<file path="src/rtl/tp_pkg.sv">
// Shared encodings, error codes and FSM state type for the transpose job sequencer.
package tp_pkg;

    localparam logic [6:0] OPC_RTYPE = 7'h33;
    localparam logic [6:0] F7_TP     = 7'h02;

    localparam logic [2:0] F3_AWR   = 3'd0;
    localparam logic [2:0] F3_START = 3'd1;
    localparam logic [2:0] F3_STAT  = 3'd2;
    localparam logic [2:0] F3_BRD   = 3'd3;

    localparam logic [4:0] RD_NONE = 5'd0;
    localparam logic [4:0] RD_STAT = 5'd1;
    localparam logic [4:0] RD_BRD  = 5'd2;

    typedef enum logic [1:0] {
        ERR_OK      = 2'd0,
        ERR_DIMS    = 2'd1,
        ERR_TIMEOUT = 2'd2
    } err_e;

    typedef enum logic [3:0] {
        S_IDLE, S_CHECK, S_LD_RD, S_LD_WAIT, S_LD_ISS, S_START, S_POLL_ISS,
        S_POLL_WAIT, S_GAP, S_POST, S_RD_ISS, S_RD_WAIT, S_WB, S_FIN
    } state_e;

    // Accelerator R-type word; rs1/rs2 register fields are unused and kept zero.
    function automatic logic [31:0] enc_rtype(input logic [2:0] funct3, input logic [4:0] rd);
        return {F7_TP, 5'd0, 5'd0, funct3, rd, OPC_RTYPE};
    endfunction

endpackage

</file>
<file path="src/rtl/tp_job_sequencer_if.sv">
// Job, memory and accelerator-instruction signals of the sequencer, seen from both sides.
interface tp_job_sequencer_if #(
    parameter int MEM_AW = 32,
    parameter int DATA_W = 32
);
    logic              job_valid;
    logic              job_ready;
    logic [MEM_AW-1:0] job_src_base;
    logic [MEM_AW-1:0] job_dst_base;
    logic [15:0]       job_rows;
    logic [15:0]       job_cols;
    logic              busy;
    logic              done;
    logic [1:0]        err;

    logic              mem_rd_req;
    logic [MEM_AW-1:0] mem_rd_addr;
    logic              mem_rd_rvalid;
    logic [DATA_W-1:0] mem_rd_data;
    logic              mem_wr_en;
    logic [MEM_AW-1:0] mem_wr_addr;
    logic [DATA_W-1:0] mem_wr_data;

    logic              instr_valid;
    logic              instr_ready;
    logic [31:0]       instr;
    logic [31:0]       rs1_val;
    logic [31:0]       rs2_val;
    logic [4:0]        rd_addr;
    logic              rd_we;
    logic [4:0]        rd_waddr;
    logic [31:0]       rd_wdata;

    modport master (
        input  job_valid, job_src_base, job_dst_base, job_rows, job_cols,
               mem_rd_rvalid, mem_rd_data, instr_ready, rd_we, rd_waddr, rd_wdata,
        output job_ready, busy, done, err, mem_rd_req, mem_rd_addr,
               mem_wr_en, mem_wr_addr, mem_wr_data,
               instr_valid, instr, rs1_val, rs2_val, rd_addr
    );

    modport slave (
        output job_valid, job_src_base, job_dst_base, job_rows, job_cols,
               mem_rd_rvalid, mem_rd_data, instr_ready, rd_we, rd_waddr, rd_wdata,
        input  job_ready, busy, done, err, mem_rd_req, mem_rd_addr,
               mem_wr_en, mem_wr_addr, mem_wr_data,
               instr_valid, instr, rs1_val, rs2_val, rd_addr
    );

endinterface

</file>
<file path="src/rtl/tp_rc_walker.sv">
// Two-level index counter: inner wraps to 0 and bumps outer; last flags the final (outer, inner) pair.
module tp_rc_walker (
    input  logic        clk_i,
    input  logic        rst_i,
    input  logic        clear_i,
    input  logic        step_i,
    input  logic [15:0] outer_lim_i,
    input  logic [15:0] inner_lim_i,
    output logic [15:0] outer_o,
    output logic [15:0] inner_o,
    output logic        last_o
);
    logic [15:0] outer_q, outer_d;
    logic [15:0] inner_q, inner_d;
    logic        inner_wrap;

    // NOTE: every always_comb output gets a default before any branch, so no latch can be inferred.
    always_comb begin
        inner_wrap = (inner_q == inner_lim_i - 16'd1);
        outer_d    = outer_q;
        inner_d    = inner_q;
        if (clear_i) begin
            outer_d = '0;
            inner_d = '0;
        end else if (step_i) begin
            if (inner_wrap) begin
                inner_d = '0;
                outer_d = outer_q + 16'd1;
            end else begin
                inner_d = inner_q + 16'd1;
            end
        end
    end

    // NOTE: state registers use non-blocking assignments so all flops update together at the edge.
    always_ff @(posedge clk_i) begin
        if (rst_i) begin
            outer_q <= '0;
            inner_q <= '0;
        end else begin
            outer_q <= outer_d;
            inner_q <= inner_d;
        end
    end

    assign outer_o = outer_q;
    assign inner_o = inner_q;
    assign last_o  = inner_wrap && (outer_q == outer_lim_i - 16'd1);

endmodule

</file>
<file path="src/rtl/tp_job_sequencer.sv">
// Runs one transpose job: load A through AWR, START, poll STAT, read B through BRD and store it to dst.
module tp_job_sequencer
    import tp_pkg::*;
#(
    parameter int M         = 8,
    parameter int N         = 8,
    parameter int DATA_W    = 32,
    parameter int MEM_AW    = 32,
    parameter int POLL_GAP  = 4,
    parameter int MAX_POLLS = 1024
) (
    input logic               clk_i,
    input logic               rst_i,
    tp_job_sequencer_if.master bus
);
    localparam int PW = $clog2(MAX_POLLS + 1);
    localparam int GW = $clog2(POLL_GAP + 1);

    state_e            state_q, state_d;
    logic [MEM_AW-1:0] src_q, src_d, dst_q, dst_d;
    logic [15:0]       rows_q, rows_d, cols_q, cols_d;
    logic [DATA_W-1:0] data_q, data_d;
    err_e              err_q, err_d;
    logic              done_q, done_d;
    logic [PW-1:0]     poll_q, poll_d;
    logic [GW-1:0]     gap_q, gap_d;

    logic              walk_clear, walk_step, walk_last, rd_phase, dims_bad;
    logic [15:0]       outer, inner, outer_lim, inner_lim;

    // Load walks rows x cols of A; readback walks cols x rows so B comes out row-major.
    assign rd_phase  = state_q inside {S_POST, S_RD_ISS, S_RD_WAIT, S_WB};
    assign outer_lim = rd_phase ? cols_q : rows_q;
    assign inner_lim = rd_phase ? rows_q : cols_q;
    assign dims_bad  = (rows_q == 16'd0) || (cols_q == 16'd0) ||
                       (rows_q > 16'(M)) || (cols_q > 16'(N));

    tp_rc_walker u_walker (
        .clk_i       (clk_i),
        .rst_i       (rst_i),
        .clear_i     (walk_clear),
        .step_i      (walk_step),
        .outer_lim_i (outer_lim),
        .inner_lim_i (inner_lim),
        .outer_o     (outer),
        .inner_o     (inner),
        .last_o      (walk_last)
    );

    always_comb begin
        state_d    = state_q;
        src_d      = src_q;
        dst_d      = dst_q;
        rows_d     = rows_q;
        cols_d     = cols_q;
        data_d     = data_q;
        err_d      = err_q;
        done_d     = 1'b0;
        poll_d     = poll_q;
        gap_d      = gap_q;
        walk_clear = 1'b0;
        walk_step  = 1'b0;
        unique case (state_q)
            S_IDLE: if (bus.job_valid) begin
                src_d   = bus.job_src_base;
                dst_d   = bus.job_dst_base;
                rows_d  = bus.job_rows;
                cols_d  = bus.job_cols;
                err_d   = ERR_OK;
                state_d = S_CHECK;
            end
            S_CHECK: begin
                walk_clear = 1'b1;
                if (dims_bad) begin
                    err_d   = ERR_DIMS;
                    done_d  = 1'b1;
                    state_d = S_IDLE;
                end else begin
                    state_d = S_LD_RD;
                end
            end
            S_LD_RD:   state_d = S_LD_WAIT;
            S_LD_WAIT: if (bus.mem_rd_rvalid) begin
                data_d  = bus.mem_rd_data;
                state_d = S_LD_ISS;
            end
            S_LD_ISS: if (bus.instr_ready) begin
                if (walk_last) state_d = S_START;
                else begin
                    walk_step = 1'b1;
                    state_d   = S_LD_RD;
                end
            end
            S_START: if (bus.instr_ready) begin
                poll_d  = '0;
                state_d = S_POLL_ISS;
            end
            S_POLL_ISS: if (bus.instr_ready) begin
                poll_d  = poll_q + PW'(1);
                state_d = S_POLL_WAIT;
            end
            S_POLL_WAIT: if (bus.rd_we && bus.rd_waddr == RD_STAT) begin
                if (bus.rd_wdata[0]) state_d = S_POST;
                else if (poll_q == PW'(MAX_POLLS)) begin
                    err_d   = ERR_TIMEOUT;
                    done_d  = 1'b1;
                    state_d = S_IDLE;
                end else begin
                    gap_d   = '0;
                    state_d = S_GAP;
                end
            end
            S_GAP: begin
                if (gap_q == GW'(POLL_GAP - 1)) state_d = S_POLL_ISS;
                else gap_d = gap_q + GW'(1);
            end
            S_POST: begin
                walk_clear = 1'b1;
                state_d    = S_RD_ISS;
            end
            S_RD_ISS:  if (bus.instr_ready) state_d = S_RD_WAIT;
            S_RD_WAIT: if (bus.rd_we && bus.rd_waddr == RD_BRD) begin
                data_d  = DATA_W'(bus.rd_wdata);
                state_d = S_WB;
            end
            S_WB: begin
                if (walk_last) state_d = S_FIN;
                else begin
                    walk_step = 1'b1;
                    state_d   = S_RD_ISS;
                end
            end
            S_FIN:   state_d = S_IDLE;
            default: state_d = S_IDLE;
        endcase
    end

    // NOTE: a synchronous reset clears every state flop, which aborts a job without a done pulse.
    always_ff @(posedge clk_i) begin
        if (rst_i) begin
            state_q <= S_IDLE;
            src_q   <= '0;
            dst_q   <= '0;
            rows_q  <= '0;
            cols_q  <= '0;
            data_q  <= '0;
            err_q   <= ERR_OK;
            done_q  <= 1'b0;
            poll_q  <= '0;
            gap_q   <= '0;
        end else begin
            state_q <= state_d;
            src_q   <= src_d;
            dst_q   <= dst_d;
            rows_q  <= rows_d;
            cols_q  <= cols_d;
            data_q  <= data_d;
            err_q   <= err_d;
            done_q  <= done_d;
            poll_q  <= poll_d;
            gap_q   <= gap_d;
        end
    end

    // Instruction payload is built only from flops that hold still until the handshake completes.
    logic       iss_valid;
    logic [2:0] iss_f3;
    logic [4:0] iss_rd;

    always_comb begin
        iss_valid = 1'b1;
        iss_f3    = F3_AWR;
        iss_rd    = RD_NONE;
        unique case (state_q)
            S_LD_ISS:   iss_f3 = F3_AWR;
            S_START:    iss_f3 = F3_START;
            S_POLL_ISS: begin
                iss_f3 = F3_STAT;
                iss_rd = RD_STAT;
            end
            S_RD_ISS: begin
                iss_f3 = F3_BRD;
                iss_rd = RD_BRD;
            end
            default:    iss_valid = 1'b0;
        endcase
    end

    assign bus.instr_valid = iss_valid;
    assign bus.instr       = iss_valid ? enc_rtype(iss_f3, iss_rd) : '0;
    assign bus.rs1_val     = (state_q inside {S_LD_ISS, S_RD_ISS}) ? {outer, inner} : '0;
    assign bus.rs2_val     = (state_q == S_LD_ISS) ? 32'(data_q) : '0;
    assign bus.rd_addr     = iss_rd;

    assign bus.job_ready   = (state_q == S_IDLE);
    assign bus.busy        = !(state_q inside {S_IDLE, S_FIN});
    assign bus.done        = done_q || (state_q == S_FIN);
    assign bus.err         = err_q;

    assign bus.mem_rd_req  = (state_q == S_LD_RD);
    assign bus.mem_rd_addr = bus.mem_rd_req
                           ? src_q + MEM_AW'(outer) * MEM_AW'(cols_q) + MEM_AW'(inner) : '0;
    assign bus.mem_wr_en   = (state_q == S_WB);
    assign bus.mem_wr_addr = bus.mem_wr_en
                           ? dst_q + MEM_AW'(outer) * MEM_AW'(rows_q) + MEM_AW'(inner) : '0;
    assign bus.mem_wr_data = bus.mem_wr_en ? data_q : '0;

endmodule

</file>
<file path="src/flat_wrapper.sv">
// flat-port wrapper written by rule: the top's interface ports become plain ports
module tp_job_sequencer_flat import tp_pkg::*;
#(
    parameter int M         = 8,
    parameter int N         = 8,
    parameter int DATA_W    = 32,
    parameter int MEM_AW    = 32,
    parameter int POLL_GAP  = 4,
    parameter int MAX_POLLS = 1024
)
  (clk_i, rst_i, bus_job_valid, bus_job_src_base, bus_job_dst_base, bus_job_rows, bus_job_cols, bus_mem_rd_rvalid, bus_mem_rd_data, bus_instr_ready, bus_rd_we, bus_rd_waddr, bus_rd_wdata, bus_job_ready, bus_busy, bus_done, bus_err, bus_mem_rd_req, bus_mem_rd_addr, bus_mem_wr_en, bus_mem_wr_addr, bus_mem_wr_data, bus_instr_valid, bus_instr, bus_rs1_val, bus_rs2_val, bus_rd_addr);
  tp_job_sequencer_if #(.MEM_AW(MEM_AW), .DATA_W(DATA_W)) bus_i ();
  input logic clk_i;
  input logic rst_i;
  input wire logic [$bits(bus_i.job_valid)-1:0] bus_job_valid;
  input wire logic [$bits(bus_i.job_src_base)-1:0] bus_job_src_base;
  input wire logic [$bits(bus_i.job_dst_base)-1:0] bus_job_dst_base;
  input wire logic [$bits(bus_i.job_rows)-1:0] bus_job_rows;
  input wire logic [$bits(bus_i.job_cols)-1:0] bus_job_cols;
  input wire logic [$bits(bus_i.mem_rd_rvalid)-1:0] bus_mem_rd_rvalid;
  input wire logic [$bits(bus_i.mem_rd_data)-1:0] bus_mem_rd_data;
  input wire logic [$bits(bus_i.instr_ready)-1:0] bus_instr_ready;
  input wire logic [$bits(bus_i.rd_we)-1:0] bus_rd_we;
  input wire logic [$bits(bus_i.rd_waddr)-1:0] bus_rd_waddr;
  input wire logic [$bits(bus_i.rd_wdata)-1:0] bus_rd_wdata;
  output wire logic [$bits(bus_i.job_ready)-1:0] bus_job_ready;
  output wire logic [$bits(bus_i.busy)-1:0] bus_busy;
  output wire logic [$bits(bus_i.done)-1:0] bus_done;
  output wire logic [$bits(bus_i.err)-1:0] bus_err;
  output wire logic [$bits(bus_i.mem_rd_req)-1:0] bus_mem_rd_req;
  output wire logic [$bits(bus_i.mem_rd_addr)-1:0] bus_mem_rd_addr;
  output wire logic [$bits(bus_i.mem_wr_en)-1:0] bus_mem_wr_en;
  output wire logic [$bits(bus_i.mem_wr_addr)-1:0] bus_mem_wr_addr;
  output wire logic [$bits(bus_i.mem_wr_data)-1:0] bus_mem_wr_data;
  output wire logic [$bits(bus_i.instr_valid)-1:0] bus_instr_valid;
  output wire logic [$bits(bus_i.instr)-1:0] bus_instr;
  output wire logic [$bits(bus_i.rs1_val)-1:0] bus_rs1_val;
  output wire logic [$bits(bus_i.rs2_val)-1:0] bus_rs2_val;
  output wire logic [$bits(bus_i.rd_addr)-1:0] bus_rd_addr;
  assign bus_i.job_valid = bus_job_valid;
  assign bus_i.job_src_base = bus_job_src_base;
  assign bus_i.job_dst_base = bus_job_dst_base;
  assign bus_i.job_rows = bus_job_rows;
  assign bus_i.job_cols = bus_job_cols;
  assign bus_i.mem_rd_rvalid = bus_mem_rd_rvalid;
  assign bus_i.mem_rd_data = bus_mem_rd_data;
  assign bus_i.instr_ready = bus_instr_ready;
  assign bus_i.rd_we = bus_rd_we;
  assign bus_i.rd_waddr = bus_rd_waddr;
  assign bus_i.rd_wdata = bus_rd_wdata;
  assign bus_job_ready = bus_i.job_ready;
  assign bus_busy = bus_i.busy;
  assign bus_done = bus_i.done;
  assign bus_err = bus_i.err;
  assign bus_mem_rd_req = bus_i.mem_rd_req;
  assign bus_mem_rd_addr = bus_i.mem_rd_addr;
  assign bus_mem_wr_en = bus_i.mem_wr_en;
  assign bus_mem_wr_addr = bus_i.mem_wr_addr;
  assign bus_mem_wr_data = bus_i.mem_wr_data;
  assign bus_instr_valid = bus_i.instr_valid;
  assign bus_instr = bus_i.instr;
  assign bus_rs1_val = bus_i.rs1_val;
  assign bus_rs2_val = bus_i.rs2_val;
  assign bus_rd_addr = bus_i.rd_addr;
  tp_job_sequencer #(.M(M), .N(N), .DATA_W(DATA_W), .MEM_AW(MEM_AW), .POLL_GAP(POLL_GAP), .MAX_POLLS(MAX_POLLS)) u_core (.clk_i(clk_i), .rst_i(rst_i), .bus(bus_i));
endmodule
</file>
<file path="config.mk">
export PLATFORM = sky130hd
export DESIGN_NAME = tp_job_sequencer_flat
export DESIGN_NICKNAME = d
export VERILOG_FILES = /design/src/rtl/tp_pkg.sv /design/src/rtl/tp_job_sequencer_if.sv /design/src/rtl/tp_rc_walker.sv /design/src/rtl/tp_job_sequencer.sv /design/src/flat_wrapper.sv
export SDC_FILE = /design/constraint.sdc
export NUM_CORES = 2
export LEC_CHECK = 0
export ABC_AREA = 1
export ABC_CLOCK_PERIOD_IN_PS = 7400
export BUFFER_PORTS_ARGS = -buffer_cell sky130_fd_sc_hd__buf_2
export CORE_ASPECT_RATIO = 2
export CORE_MARGIN = 4
export CORE_UTILIZATION = 30
export DETAILED_ROUTE_END_ITERATION = 12
export HOLD_SLACK_MARGIN = 0.02
export PLACE_DENSITY = 0.5
export SYNTH_ARGS = -nofsm -noshare
export SYNTH_HDL_FRONTEND = slang
export SYNTH_SLANG_ARGS = --single-unit
</file>
<file path="constraint.sdc">
create_clock -name clk_i -period 7.4 [get_ports clk_i]
set_clock_uncertainty 0.15 [all_clocks]
set_input_delay 1.11 -clock clk_i [delete_from_list [all_inputs] [get_ports clk_i]]
set_output_delay 1.11 -clock clk_i [all_outputs]
set_load 0.05 [all_outputs]
</file>
Yosys cells after proc, flatten, opt, wreduce, memory -nomap -nowiden
Index checks and enable logic that the tools add are counted.
{"block": "totals", "reg_bits": 181, "elab_cells": 140, "input_bits": 171, "output_inout_bits": 205}
{"block": "op_classes", "mux": 53, "eq_ne": 33, "n_lt_le_gt_ge": 2, "n_reduce_logical": 28, "add_sub_neg": 10, "multipliers": 2}
{"op": "two-way mux 32 bit", "count": 7}
{"op": "adder 32 x 16 -> 32 bit", "count": 2}
{"op": "adder 32 bit", "count": 2}
{"op": "multiplier 16 x 16 -> 32 bit", "count": 2}
{"op": "case mux 32 bit (2 select lines)", "count": 1}
{"op": "case mux 4 bit (13 select lines)", "count": 1}
{"op": "two-way mux 16 bit", "count": 3}
{"op": "two-way mux 4 bit", "count": 11}
{"op": "adder 16 x 1 -> 16 bit, second input constant", "count": 2}
{"op": "equality test 16 bit", "count": 2}
{"op": "greater-than comparator 16 x 4 -> 1 bit, second input constant", "count": 2}
{"op": "logical NOT 16 bit", "count": 2}
{"op": "subtractor 16 x 1 -> 16 bit, second input constant", "count": 2}
{"op": "two-way mux 27 bit", "count": 1}
{"op": "equality test 4 bit, second input constant", "count": 6}
{"op": "two-way mux 11 bit", "count": 2}
{"op": "case mux 11 bit (2 select lines)", "count": 1}
{"op": "inequality test 2 bit, second input constant", "count": 10}
{"op": "two-way mux 3 bit", "count": 6}
{"op": "equality test 4 x 3 -> 1 bit, second input constant", "count": 4}
{"op": "two-way mux 2 bit", "count": 6}
{"op": "case mux 2 bit (3 select lines)", "count": 2}
{"op": "adder 11 x 1 -> 11 bit, second input constant", "count": 1}
{"op": "equality test 11 bit, second input constant", "count": 1}
{"op": "other kinds (25)", "count": 49}

Logic depth before layout (Yosys ltp)
{"block": "logic_depth", "ltp_word": 10, "depth_mapped": 30, "mapped_depth_nobuf": 28}

Cells and area by module
A second synthesis with hierarchy kept.
{"block": "hier_totals", "hier_cells": 4776, "area_unflattened_um2": 32516.2}
{"module": "tp_job_sequencer", "seq_area_each_um2": 2982.9, "area_per_inst_um2": 29283.1, "cells_each": 4246, "instances": 1}
{"module": "tp_rc_walker", "seq_area_each_um2": 640.6, "area_per_inst_um2": 3233.1, "cells_each": 530, "instances": 1}

Least setup slack after synthesis
Ideal clock, no wire load.
{"block": "synth_timing", "path_kind": "reg2out", "from": "reg u_core.u_walker.outer_q[6] (netlist: u_core.u_walker.outer_o[6])", "to": "out bus_mem_rd_addr[29]", "t_required_ns": 6.140, "setup_slack_ns": -0.276, "arrival_ns": 6.416, "stages_incl_launch_ff": 26, "path_buffers": 2, "path_cell_list": "dfxtp_1 -> clkbuf_1 -> buf_1 -> nand2_1 -> fa_1 -> inv_1 -> fa_1 -> inv_1 -> fa_1 -> inv_1 -> fa_1 -> fa_1 -> inv_1 -> fa_1 -> inv_1 -> ha_1 -> a21oi_1 -> o21a_1 -> o221ai_1 -> a21oi_1 -> o21bai_1 -> nand2_1 -> o211ai_1 -> a21boi_0 -> o21ai_0 -> a21oi_1"}
{"block": "synth_between", "elab_chain_cells": 4}
{"element": "start, declared", "line_no": "tp_rc_walker.sv:13", "rtl": "logic [15:0] outer_q, outer_d;"}
{"element": "start signal, assigned", "line_no": "tp_rc_walker.sv:41", "rtl": "outer_q <= outer_d;"}
{"element": "multiplier 16 x 16 -> 32 bit", "line_no": "tp_job_sequencer.sv:202", "rtl": "? src_q + MEM_AW'(outer) * MEM_AW'(cols_q) + MEM_AW'(inner) : '0;"}
{"element": "adder 32 bit", "line_no": "tp_job_sequencer.sv:202"}
{"element": "adder 32 x 16 -> 32 bit", "line_no": "tp_job_sequencer.sv:202"}
{"element": "two-way mux 32 bit", "line_no": "tp_job_sequencer.sv:202"}
{"element": "end, declared", "line_no": "flat_wrapper.sv:31", "rtl": "output wire logic [$bits(bus_i.mem_rd_addr)-1:0] bus_mem_rd_addr;"}
Every way passes these cells.

Worst setup path in the final report
{"block": "layout_timing", "from": "reg u_core.u_walker.outer_q[6] (netlist: u_core.u_walker.outer_o[6])", "to": "out bus_mem_wr_addr[28]"}
{"block": "layout_between", "elab_chain_cells": 4}
{"element": "multiplier 16 x 16 -> 32 bit", "line_no": "tp_job_sequencer.sv:205", "rtl": "? dst_q + MEM_AW'(outer) * MEM_AW'(rows_q) + MEM_AW'(inner) : '0;"}
{"element": "adder 32 bit", "line_no": "tp_job_sequencer.sv:205"}
{"element": "adder 32 x 16 -> 32 bit", "line_no": "tp_job_sequencer.sv:205"}
{"element": "two-way mux 32 bit", "line_no": "tp_job_sequencer.sv:205"}
{"element": "end, declared", "line_no": "flat_wrapper.sv:33", "rtl": "output wire logic [$bits(bus_i.mem_wr_addr)-1:0] bus_mem_wr_addr;"}
Every way passes these cells.

==> impl_metrics.yaml <==
detailed_routing:
  routedWlPerCell_um: 19.4
  drtAntennaViolNets: 0
  vias: 29500
  drc: 0
  dr.pass1.iters: 6
  detail_route.iter0.violations: 1220
  via_per_inst: 4.66
  wl_um: 123000
cells_and_area:
  drive_above_1_share_pct: 22.3
  seqCellArea_um2: 3740
  fillers: 11100
  multiInputGateArea_um2: 23600
  syn_to_final_growth_pct: 26.9
  final_nets: 5822
yosys:
  synthesis.area_um2: 31200
  synth.distinct_cells: 45
  yosys_warnings: 0
  syn_inst: 4479
  synth_edf_count: 0
  yosysMostFrequentCell: "inv_1"
  synthTopCellsByCount: "inv_1 (1179), nand2_1 (1055), fa_1 (482)"
  avgSynthCellArea_um2: 6.96
  synth_area_leaders: "fa_1 (31%), inv_1 (14%), nand2_1 (13%)"
  seq_area_frac_synth_pct: 11.6
  ys_ff_latch: 181
  yosysTopAreaCellShare_pct: 31.0
  yosys.area.top_type: "fa_1"
  synthArstFlopShare_pct: 0
  synth_ff_type: "dfxtp_1"
setup_path:
  slowest_delay_ns: 0.59
  worst-setup-path-type: "register to output pin"
  reg2reg_from: "u_core.state_q[0]"
  crit_arrival_ns: 6.38
  crit_fanout: 6
  crit_required_ns: 6.14
  crit_start: "u_core.u_walker.outer_o[6]"
  r2r_end: "u_core.u_walker.outer_o[3]"
  start_kind: "register"
  rrSetupSlack_ns: 2.06
  reg2reg_depth: 23
  cpMostUsedCell: "fa_1"
  crit_path_top_delay_cell: "fa_1"
  end_kind: "output pin"
clock_network:
  cts_tree: "done"
  clk_latency_ns: 0.54
  clk_pin_slew_ns: 0.09
  cts_made_buffers: 17
  clockBufferDepth: 2
  cts.hold.buffers_added: 0
  clkSinkCount: 181
  h-tree-depth: 4
  cts-root-buf: "clkbuf_16"
power:
  power_mw: 3.11
  power_density_nw_per_um2: 78.7
  power.leakage_nw: 21.5
  vdd_drop_max_uv: 167
placed_design:
  port-buffer-count: 349
  hpwlAfterDp_um: 102000
  gp_congestion: 1.02
sta:
  tightestPinTransition_ns: 1.20
  period_minus_slack_ns: 7.64
  rsz0062_at_grt: "yes"
  drv_slew: 0
  period_share_pct: 103
  finalHoldViolations: 0
  slew_headroom_pct: 20.0
  whs_ns: 0.314
  timing.final.ws_setup_ns: -0.245
  max_freq_mhz: 131
  setup_violations: 18
floorplan:
  dieWidth_um: 236
  core_area_um2: 103000
  die_h_um: 464
  dieArea_um2: 109000
  boundaryPins: 376
  start_util_pct: 30.1
  rows: 167
global_routing:
  use_met3_pct: 3.30
  busiest_layer: "met2"
  antenna_found_initial: 5
  gr-usage-met2_pct: 42.4
  grt_pass1_wl_um: 185000
  grt.total_usage_pct: 22.2
  overflow: 0
  grt_max_degree: 67
  first_global_vias: 31200
  grtUsageMet1_pct: 22.9
status:
  run_status: "finished with violations"
  violations: "negative setup slack"
worst_hold_path:
  hold_depth: 2
  min_to: "u_core.u_walker.inner_o[4]"
  hold_start: "u_core.u_walker.inner_o[4]"
  hold_class: "register to register"
run:
  maxCapViolCount: 0
## layout by cell type, fill, tap and decap left out, drive strengths merged, types with 15 or more instances in the layout
cell | synthesis | final
nor2 | 295 | 295
nand3 | 192 | 192
xor2 | 49 | 49
a31oi | 42 | 42
dfxtp | 181 | 181
clkbuf | 147 | 22
inv | 1181 | 1187
a21oi | 244 | 244
conb | 1 | 26
nand4 | 24 | 24
xnor2 | 15 | 15
fa | 482 | 482
buf | 105 | 691
nor3 | 22 | 22
nand2 | 1070 | 1070
ha | 202 | 202
o21ai | 164 | 164
## where the power goes
group	total [mW]	switching [mW]	internal, mW
registers	1.07	0.0552	1.02
clock network	1.10	0.603	0.500
logic	0.939	0.628	0.311
total	3.11	1.29	1.83
## state kept, by name, summed over array words and instances, names as in the netlist, 11 cells and up
name                     count
u_core.cols_q               16
u_core.data_q               32
u_core.dst_q                32
u_core.poll_q               11
u_core.rows_q               16
u_core.src_q                32
u_core.u_walker.inner_o     16
u_core.u_walker.outer_o     16
## how the worst max path moves through the flow
stage	to	cells after the start	slack [ns]
floorplan	bus_mem_rd_addr[29]	25	-0.09
global placement	bus_mem_rd_addr[29]	24	-0.08
detailed placement	bus_mem_rd_addr[29]	24	-0.11
CTS	bus_mem_wr_addr[28]	27	-0.34
global route	bus_mem_rd_addr[28]	28	-0.47
finish	bus_mem_wr_addr[28]	28	-0.24
## cell families (layout without fill, tap and decap cells)
| family | Yosys count | after routing | synth area share [%] |
|---|---|---|---|
| buffers and inverters | 1438 | 1914 | 18.0 |
| AO/OA/AOI/OAI | 487 | 487 | 8.30 |
| adder cells (fa/ha/maj) | 684 | 684 | 39.1 |
| flip-flops | 181 | 181 | 11.6 |
| AND/OR/NAND/NOR | 1624 | 1624 | 21.2 |
| other | 1 | 30 | 0.0120 |
| XOR/XNOR | 64 | 64 | 1.80 |
## critical path: cells and delay by family, from the launching register on
kind / cells / cell delay [ns]
adder cells (fa/ha/maj): 7 / 3.23
buffers and inverters: 11 / 1.12
AO/OA/AOI/OAI: 4 / 0.59
AND/OR/NAND/NOR: 5 / 0.42
flip-flops: 1 / 0.38
XOR/XNOR: 1 / 0.11
## routing by layer
metal	routed length [um]	vias to the layer above
li1	-	14100
met1	43400	14300
met5	27	-
met3	5410	271
met4	8090	4
met2	65800	860
## timing repair
| item | 4_1_cts | 5_1_grt |
|---|---|---|
| endpoints found under the setup margin | 35 | 33 |
| gates cloned | 2 | 3 |
| resized for setup | 267 | 324 |
| pin swaps | 110 | 149 |
| setup buffers | 37 | 52 |
## per-stage QoR
| stage | area (um^2) | setup TNS [ns] | util, % | worst slack (ns) | instances |
|---|---|---|---|---|---|
| after detailed placement | 36100 | -0.294 | 34.9 | -0.106 | 6215 |
| after CTS | 38000 | -3.63 | 36.8 | -0.340 | 6283 |
| after global routing | 39500 | -7.46 | 38.2 | -0.467 | 6333 |
| after floorplan | 31300 | -0.0919 | - | -0.0919 | 4504 |
| final | 39500 | -2.30 | 38.2 | -0.245 | 6336 |
| after global placement | 36100 | -0.132 | 34.9 | -0.0767 | 6215 |
## final cells by class
type	count	area share [%]
clock buffers	17	1.08
flip-flops and latches	181	9.45
well taps	1352	4.28
repair buffers	696	13.7
diodes	4	0.0253
clock inverters	15	0.554
inverters	1186	11.3
multi-input cells	2885	59.6
Note: power is estimated with default switching activity, not from simulation.
